--- config.mk ---
export PLATFORM = sky130hd
export DESIGN_NAME = bcd_convert_arbiter
export DESIGN_NICKNAME = d
export VERILOG_FILES = /design/src/rtl/bcd_convert_arbiter.sv
export SDC_FILE = /design/constraint.sdc
export NUM_CORES = 1
export LEC_CHECK = 0
export ABC_AREA = 1
export CORE_ASPECT_RATIO = 1.5
export CORE_MARGIN = 2
export CORE_UTILIZATION = 47
export DETAILED_ROUTE_END_ITERATION = 16
export PLACE_DENSITY_LB_ADDON = 0.15
export SLEW_MARGIN = 40
export SYNTH_ARGS = -nofsm -noshare
export SYNTH_HDL_FRONTEND = slang
export SYNTH_SLANG_ARGS = --single-unit
--- constraint.sdc ---
create_clock -name clk -period 1.5 [get_ports clk]
set_clock_uncertainty 0.2 [all_clocks]
set_input_delay 0.3 -clock clk [delete_from_list [all_inputs] [get_ports clk]]
set_output_delay 0.3 -clock clk [all_outputs]
set_load 0.01 [all_outputs]
--- src/rtl/bcd_convert_arbiter.sv ---
// bcd_convert_arbiter: one shared double-dabble 8-bit binary-to-BCD engine arbitrated among N_REQ requesters.
// Define BCD_ARB_ROUND_ROBIN_EN for round-robin arbitration; otherwise the lowest index wins.
module bcd_convert_arbiter #(
    parameter int N_REQ = 2
) (
    input  logic               clk,
    input  logic               reset_n,
    input  logic [N_REQ-1:0]   req,
    input  logic [8*N_REQ-1:0] bin_in,
    output logic [N_REQ-1:0]   grant,
    output logic               busy,
    output logic [N_REQ-1:0]   done,
    output logic [11:0]        bcd_out
);
    localparam int PW = N_REQ > 1 ? $clog2(N_REQ) : 1;
    typedef enum logic [1:0] {IDLE, SHIFT, DONE} state_t;
    state_t state, state_nxt;
    logic [7:0] operand;
    logic [11:0] accum, adj;
    logic [3:0] cnt;
    logic [PW-1:0] win;
`ifdef BCD_ARB_ROUND_ROBIN_EN
    logic [PW-1:0] ptr;
`endif
    always_comb begin
        adj[3:0]  = accum[3:0]  > 4'd4 ? accum[3:0]  + 4'd3 : accum[3:0];
        adj[7:4]  = accum[7:4]  > 4'd4 ? accum[7:4]  + 4'd3 : accum[7:4];
        adj[11:8] = accum[11:8] > 4'd4 ? accum[11:8] + 4'd3 : accum[11:8];
    end
    // Later loop iterations overwrite earlier ones, so iterate from lowest to highest priority.
    always_comb begin
        win = '0;
`ifdef BCD_ARB_ROUND_ROBIN_EN
        for (int k = N_REQ; k >= 1; k--)
            if (req[(int'(ptr) + k) % N_REQ]) win = PW'((int'(ptr) + k) % N_REQ);
`else
        for (int i = N_REQ - 1; i >= 0; i--)
            if (req[i]) win = PW'(i);
`endif
    end
    always_comb begin
        state_nxt = state == IDLE  ? (|req ? SHIFT : IDLE) :
                    state == SHIFT ? (cnt == 4'd8 ? DONE : SHIFT) : IDLE;
    end
    assign busy = state != IDLE;
    assign done = state == DONE ? grant : '0;
    // Eight shifts at cnt 0..7; the ninth SHIFT edge registers the result on DONE entry.
    always_ff @(posedge clk) begin
        if (!reset_n) begin
            state   <= IDLE;
            grant   <= '0;
            operand <= '0;
            accum   <= '0;
            cnt     <= '0;
            bcd_out <= '0;
`ifdef BCD_ARB_ROUND_ROBIN_EN
            ptr     <= PW'(N_REQ - 1);
`endif
        end else begin
            state <= state_nxt;
            case (state)
                IDLE: if (|req) begin
                    grant   <= N_REQ'(1) << win;
                    operand <= bin_in[8*win +: 8];
                    accum   <= '0;
                    cnt     <= '0;
`ifdef BCD_ARB_ROUND_ROBIN_EN
                    ptr     <= win;
`endif
                end
                SHIFT: if (cnt == 4'd8) bcd_out <= accum;
                else begin
                    {accum, operand} <= {adj[10:0], operand, 1'b0};
                    cnt <= cnt + 4'd1;
                end
                default: grant <= '0;
            endcase
        end
    end
endmodule

==> out/results.md, run 1 <==
• status: finished with violations
• violations in the final reports: setup timing
• number of top-level pins: 37
• setup repair after global routing missed its margin: true
• period utilisation layout: 107%
• Req. time, crit path: 1.52 ns
• vertical die dimension: 84.0 um
• Final Max Slew Viols: 0
• initial antenna violation count: 0
• total of warnings raised by yosys: 0
• total setup violations reported at the end of the flow: 30
• final worst hold slack: 0.278 ns
• antenna-violating nets left: 0
• per-cell via count in the routed design: 5.10
• non-filler instance count after layout: 415
• largest fanout on the critical path: 6
• terminating pin of the worst hold path: accum[0]$_SDFFE_PN0P_
• final design utilization: 71.5%
• relative slew slack: 78.6%
• die area: 4810 sq um
• cell count after synthesis: 301
• wire length of the first global-routing pass: 7760 um
• DP Cell Count: 396
• DRT Pass-1 Iters: 4
• post-synthesis sequential area ratio: 40.0%
• worst setup path class: register to register
• starting density of the core: 48.0%
• worst skew pair latency: 0.30 ns
• root buffer cell: clkbuf_8
• setup slack after layout: -0.101 ns
• worst stage delay on the critical path: 0.33 ns
• total power after layout: 2450 uW
• number of nets in the layout: 393
• Core Box Area: 4170 sq um
• hold path startpoint: operand[7]$_SDFFE_PN0P_
• violation count after the first detailed-route iteration: 71
• shortest period the worst path allows: 1.60 ns
• class of the most critical hold timing path: register to register
• maximum number of pins on one net before global-route repair: 25
• total length of routed wires: 5690 um
• arrival time of data at the critical path endpoint: 1.62 ns
• layout cell share with drive strength beyond 1: 23.3%
• RR Endpoint: operand[0]$_SDFFE_PN0P_
• DRC Markers: 0
• count of unique library cells instantiated by Yosys: 24
• count of state elements after synthesis: 40
• Mapped Area: 2000 sq um
• clock buffer depth: 2
• total congestion overflow: 0
• DPL Wire Length: 3000 um
• Hold Path Depth: 2
• CTS clock-pin slew for the worst setup and hold paths: 0.08 ns
• average instance area after synthesis: 6.66 sq um
• Multi-input gate area: 1160 sq um
• endpoint class of the critical path: register
• CTS buffer count: 5
• fill cell total of the finished layout: 350
• worst reg2reg setup slack: -0.10 ns
• CP startpoint kind: register
• clock tree from TritonCTS: done
• maximum level of the CTS H-tree: 2
• total number of vias: 2,115
• Synthesized Nets: 326
• worst slack, placed: -0.347 ns
• register area: 807 sq um
• total global routing track utilization: 20.0%
• actual slew at the worst max-slew pin: 0.318 ns
• slowest library cell on the worst path: dfxtp_2
• Antenna diodes: 0
• chain of cells forming the critical path: inv_2, ha_4, nand3_4, buf_12, nand2_8, clkbuf_16, nand3_1, a21oi_1
• number of cells traversed by the worst register-to-register path: 8
• DR WL/cell: 13.7 um
• number of buffers added on ports: 36
• Clock Sinks: 40
• die outline width: 57.3 um
• Routability Congestion: 0.851
• timing-limited maximum frequency: 625 MHz
• number of global-route vias before repair: 1,784
• startpoint of the worst-slack reg-to-reg timing path: cnt[1]$_SDFFE_PN0P_
• number of placement rows: 29
• Layout area overhead: 48.9%
• total count of hold-check failures in the final report: 0
• Worst IR Drop VDD: 0.930 mV
• Max-cap violations: 0
• leakage dissipation: 0.00144 uW
• P per Cell Area: 820 nW/um^2
cell usage after synthesis:
| cell | instances | area (sq um) |
|---|---|---|
| buf_2 | 4 | 20.0 |
| inv_1 | 36 | 135 |
| buf_6 | 2 | 22.5 |
| a21oi_1 | 30 | 150 |
| nand3_1 | 33 | 165 |
| buf_1 | 1 | 3.75 |
| nor2_1 | 35 | 131 |
| nand2_4 | 1 | 11.3 |
| buf_4 | 1 | 7.51 |
| dfxtp_1 | 40 | 801 |
| o21ai_0 | 16 | 80.1 |
| nor3_1 | 1 | 5.00 |
| nor2_2 | 3 | 18.8 |
| nand3b_1 | 1 | 7.51 |
| and3_1 | 2 | 12.5 |
| clkbuf_2 | 2 | 10.0 |
| nor2_4 | 1 | 11.3 |
| nand2_2 | 1 | 6.26 |
| inv_2 | 2 | 7.51 |
| o21ai_1 | 6 | 30.0 |
| ha_1 | 5 | 62.6 |
| nand2_1 | 76 | 285 |
| o21ai_4 | 1 | 16.3 |
| clkbuf_1 | 1 | 3.75 |
layer usage:
layer / track usage, % / share of wire [%]
met4: 6.34 / 1.9
met3: 3.88 / 4.3
met1: 25.0 / 40
met2: 34.0 / 54
met5: 0 / 0
layout make-up:
class	instances	share of cell area [%]
tap	46	1.93
clock inverter	2	0.335
sequential	40	27.0
clock buffer	6	2.77
multi-input combinational	214	39.0
inverter	38	4.78
timing repair buffer	69	24.2
critical path: cells and delay by family (launching register included):
kind / cells / cell delay (ns)
buffers and inverters: 3 / 0.39
DFF: 1 / 0.33
and+or+nand+nor: 3 / 0.31
adders and majority gates: 1 / 0.15
AOI/OAI and AO/OA: 1 / 0.14
cell families after synthesis:
| kind of cell | Yosys count | share of synthesized area [%] |
|---|---|---|
| flops | 40 | 40.0 |
| fa+ha+maj | 5 | 3.12 |
| simple gates | 154 | 32.6 |
| compound gates | 53 | 13.8 |
| buf+inv | 49 | 10.5 |
cells in the final DEF (no fill, tap or decap), drive strengths merged:
master / Yosys / routed
a21oi: 30 / 30
and3: 2 / 2
buf: 8 / 33
clkbuf: 3 / 9
clkdlybuf4s15: 0 / 2
clkdlybuf4s50: 0 / 17
clkinv: 0 / 2
dfxtp: 40 / 40
dlygate4sd2: 0 / 14
ha: 5 / 5
inv: 38 / 38
nand2: 78 / 80
nand3: 33 / 33
nand3b: 1 / 1
nor2: 39 / 39
nor3: 1 / 1
o21ai: 23 / 23
sequential cells by signal, indices dropped and copies added, names as in the netlist:
register  cells
accum        12
cnt           4
operand       8
state         2
bcd_out      12
grant         2
report_power, final:
group / internal, uW / total [uW] / switching (uW)
combinational: 255 / 562 / 307
sequential: 1110 / 1150 / 33.6
clock: 367 / 740 / 373
total: 1730 / 2450 / 714
stage by stage:
step | cell area, sq um | setup TNS (ns)
2_1_floorplan | 2010 | 0
3_3_place_gp | 2560 | -7.22
3_5_place_dp | 2560 | -7.72
4_1_cts | 2680 | 0
5_1_grt | 2980 | -3.57
6_report | 2980 | -0.869
how the worst max path moves through the flow:
stage	start	end
global placement	req[0]	operand[6]$_SDFFE_PN0P_
detailed placement	req[0]	operand[6]$_SDFFE_PN0P_
global route	cnt[1]$_SDFFE_PN0P_	operand[0]$_SDFFE_PN0P_
floorplan	cnt[0]$_SDFFE_PN0P_	operand[4]$_SDFFE_PN0P_
CTS	cnt[0]$_SDFFE_PN0P_	operand[6]$_SDFFE_PN0P_
finish	cnt[1]$_SDFFE_PN0P_	operand[0]$_SDFFE_PN0P_
what timing repair did:
item / in CTS / in global routing
pin swaps: 3 / 11
resized for setup: 37 / 48
buffers inserted: 2 / 3
gates cloned: 0 / 6
endpoints found under the setup margin: 33 / 37
hold buffers: 0 / 0
Power figures use the tool's default switching activity.
==> inputs of run 2 (changes only) <==
CORE_UTILIZATION = 30   (was 47)
SKIP_CTS_REPAIR_TIMING = 1   (was unset)
==> out/results.md, run 2 (synthesis results as in run 1) <==
• post-layout instance area: 3120 sq um, was 2980 sq um
• Final Max Slew Viols: 0, unchanged
• registers with the highest flip-flop counts: accum x12, bcd_out x12, operand x8, unchanged
• CTS clock-pin slew for the worst setup and hold paths: 0.08 ns, about the same
• number of buffers added on ports: 36, unchanged
• CTS buffer count: 5, unchanged
• status: finished with violations, unchanged
• hold path startpoint: operand[7]$_SDFFE_PN0P_, unchanged
• clock tree from TritonCTS: done, unchanged
• most frequent standard cell in the layout excluding fill and tap cells: nand2_1, unchanged
• DP Cell Count: 426, was 396
• register area: 813 sq um, was 807 sq um
• Antenna diodes: 0, unchanged
• Multi-input gate area: 1220 sq um, was 1160 sq um
• Core Box Area: 6490 sq um, was 4170 sq um
• total congestion overflow: 0, unchanged
• die outline width: 70.7 um, was 57.3 um
• DRT Pass-1 Iters: 4, unchanged
• fraction of power spent switching nets: 28.8%, was 29.2%
• violation count after the first detailed-route iteration: 68, was 71
• part of the power in combinational logic: 24.9%, was 23.0%
• root buffer cell: clkbuf_8, unchanged
• largest fanout on the critical path: 4, was 6
• Clock Sinks: 40, unchanged
• CP startpoint kind: register, unchanged
• worst setup path class: register to primary output, was register to register
• violations in the final reports: setup timing, unchanged
• actual slew at the worst max-slew pin: 0.327 ns, was 0.318 ns
• net load switching power: 725 uW, was 714 uW
• worst setup path startpoint: state[1]$_SDFF_PP0_, was cnt[1]$_SDFFE_PN0P_
• number of global-route vias before repair: 1,907, was 1,784
• Req. time, crit path: 1.00 ns, was 1.52 ns
• DRC Markers: 0, unchanged
• setup repair after global routing missed its margin: true, unchanged
• share of power burned in registers: 45.4%, was 46.8%
• Hold Path Depth: 2, unchanged
• starting density of the core: 30.9%, was 48.0%
• layout cell share with drive strength beyond 1: 25.3%, was 23.3%
• area of placed instances: 2590 sq um, was 2560 sq um
• initial antenna violation count: 0, unchanged
• maximum number of pins on one net before global-route repair: 25, unchanged
• setup slack after layout: -0.0784 ns, was -0.101 ns
• number of cells traversed by the worst register-to-register path: 9, was 8
• non-filler instance count after layout: 447, was 415
• total setup violations reported at the end of the flow: 1, was 30
• fill cell total of the finished layout: 666, was 350
• total length of routed wires: 5310 um, was 5690 um
• timing-limited maximum frequency: 634 MHz, was 625 MHz
• die area: 7360 sq um, was 4810 sq um
• Internal Dissipation: 1790 uW, was 1730 uW
• period utilisation layout: 105%, was 107%
• Layout area overhead: 55.5%, was 48.9%
• Routability Congestion: 0.730, was 0.851
• vertical die dimension: 104 um, was 84.0 um
• DR WL/cell: 11.9 um, was 13.7 um
• Worst IR Drop VDD: 0.399 mV, was 0.930 mV
• relative slew slack: 78.0%, was 78.6%
• class of the most critical hold timing path: register to register, unchanged
• maximum level of the CTS H-tree: 2, unchanged
• P per Cell Area: 807 nW/um^2, was 820 nW/um^2
• total number of vias: 2,078, was 2,115
• total count of hold-check failures in the final report: 0, unchanged
• wire length of the first global-routing pass: 8290 um, was 7760 um
• antenna-violating nets left: 0, unchanged
• worst skew pair latency: 0.29 ns, was 0.30 ns
• clock network fraction of design power: 29.6%, was 30.2%
• leakage dissipation: 0.00165 uW, was 0.00144 uW
• Max-cap violations: 0, unchanged
• shortest period the worst path allows: 1.58 ns, was 1.60 ns
• number of placement rows: 36, was 29
• DPL Wire Length: 3340 um, was 3000 um
• number of nets in the layout: 395, was 393
• clock buffer depth: 2, unchanged
• arrival time of data at the critical path endpoint: 1.08 ns, was 1.62 ns
• per-cell via count in the routed design: 4.65, was 5.10
• startpoint of the worst-slack reg-to-reg timing path: state[0]$_SDFF_PN0_, was cnt[1]$_SDFFE_PN0P_
• number of top-level pins: 37, unchanged
• top library cells by usage in the layout, fill and taps aside: 67 x nand2_1, 34 x inv_1, 34 x dfxtp_1, was 72 x nand2_1, 35 x dfxtp_1, 33 x inv_1, 33 x nor2_1, 27 x nand3_1
• total global routing track utilization: 13.7%, was 20.0%
• endpoint class of the critical path: primary output, was register
==> run 2: per-stage QoR <==
step	hold WS, ns	total power, uW	worst slack [ns]	setup TNS, ns	utilization (%)
after floorplan	0.238	1430	0.0189	0	-
after global placement	0.266	1600	-0.331	-7.42	39.9
after detailed placement	0.279	1600	-0.353	-8.03	39.9
after CTS	0.291	2350	-0.501	-4.48	41.3
after global routing	0.309	2670	-0.128	-1.19	48.1
final	0.283	2520	-0.0784	-0.0784	48.1
==> run 2: layer usage <==
metal  global-route usage, %  vias to the layer above  part of all wire, %
li1                        -                     1104                    -
met1                    16.3                      940                   45
met2                    23.9                       28                   50
met3                    2.62                        6                  3.4
met4                    4.85                        0                  1.5
met5                       0                        -                    0
==> run 2: final cells by class <==
type	instances	share of cell area, %
multi-input combinational	215	39.2
tap	76	3.05
inverter	38	4.66
timing repair buffer	70	24.1
sequential	40	26.1
clock buffer	8	2.89
==> run 2: power groups by stage <==
stage	Sequential [uW]	Combinational, uW	Clock, uW
floorplan	1160	270	0
global placement	1160	438	0
detailed placement	1160	438	0
CTS	1140	441	776
global route	1150	695	825
finish	1140	628	745
==> run 2: worst paths after layout <==
check / slack [ns] / end
worst max-delay path: -0.08 / done[0]
worst min-delay path: 0.28 / accum[0]$_SDFFE_PN0P_
worst max register to register: 0 / operand[3]$_SDFFE_PN0P_
worst min register to register: 0.28 / accum[0]$_SDFFE_PN0P_
==> run 2: worst max-delay path: stages, from the launching register on <==
cell and delay [ns]:
dfxtp_4 0.37, buf_4 0.14, and3_1 0.17, clkbuf_2 0.12
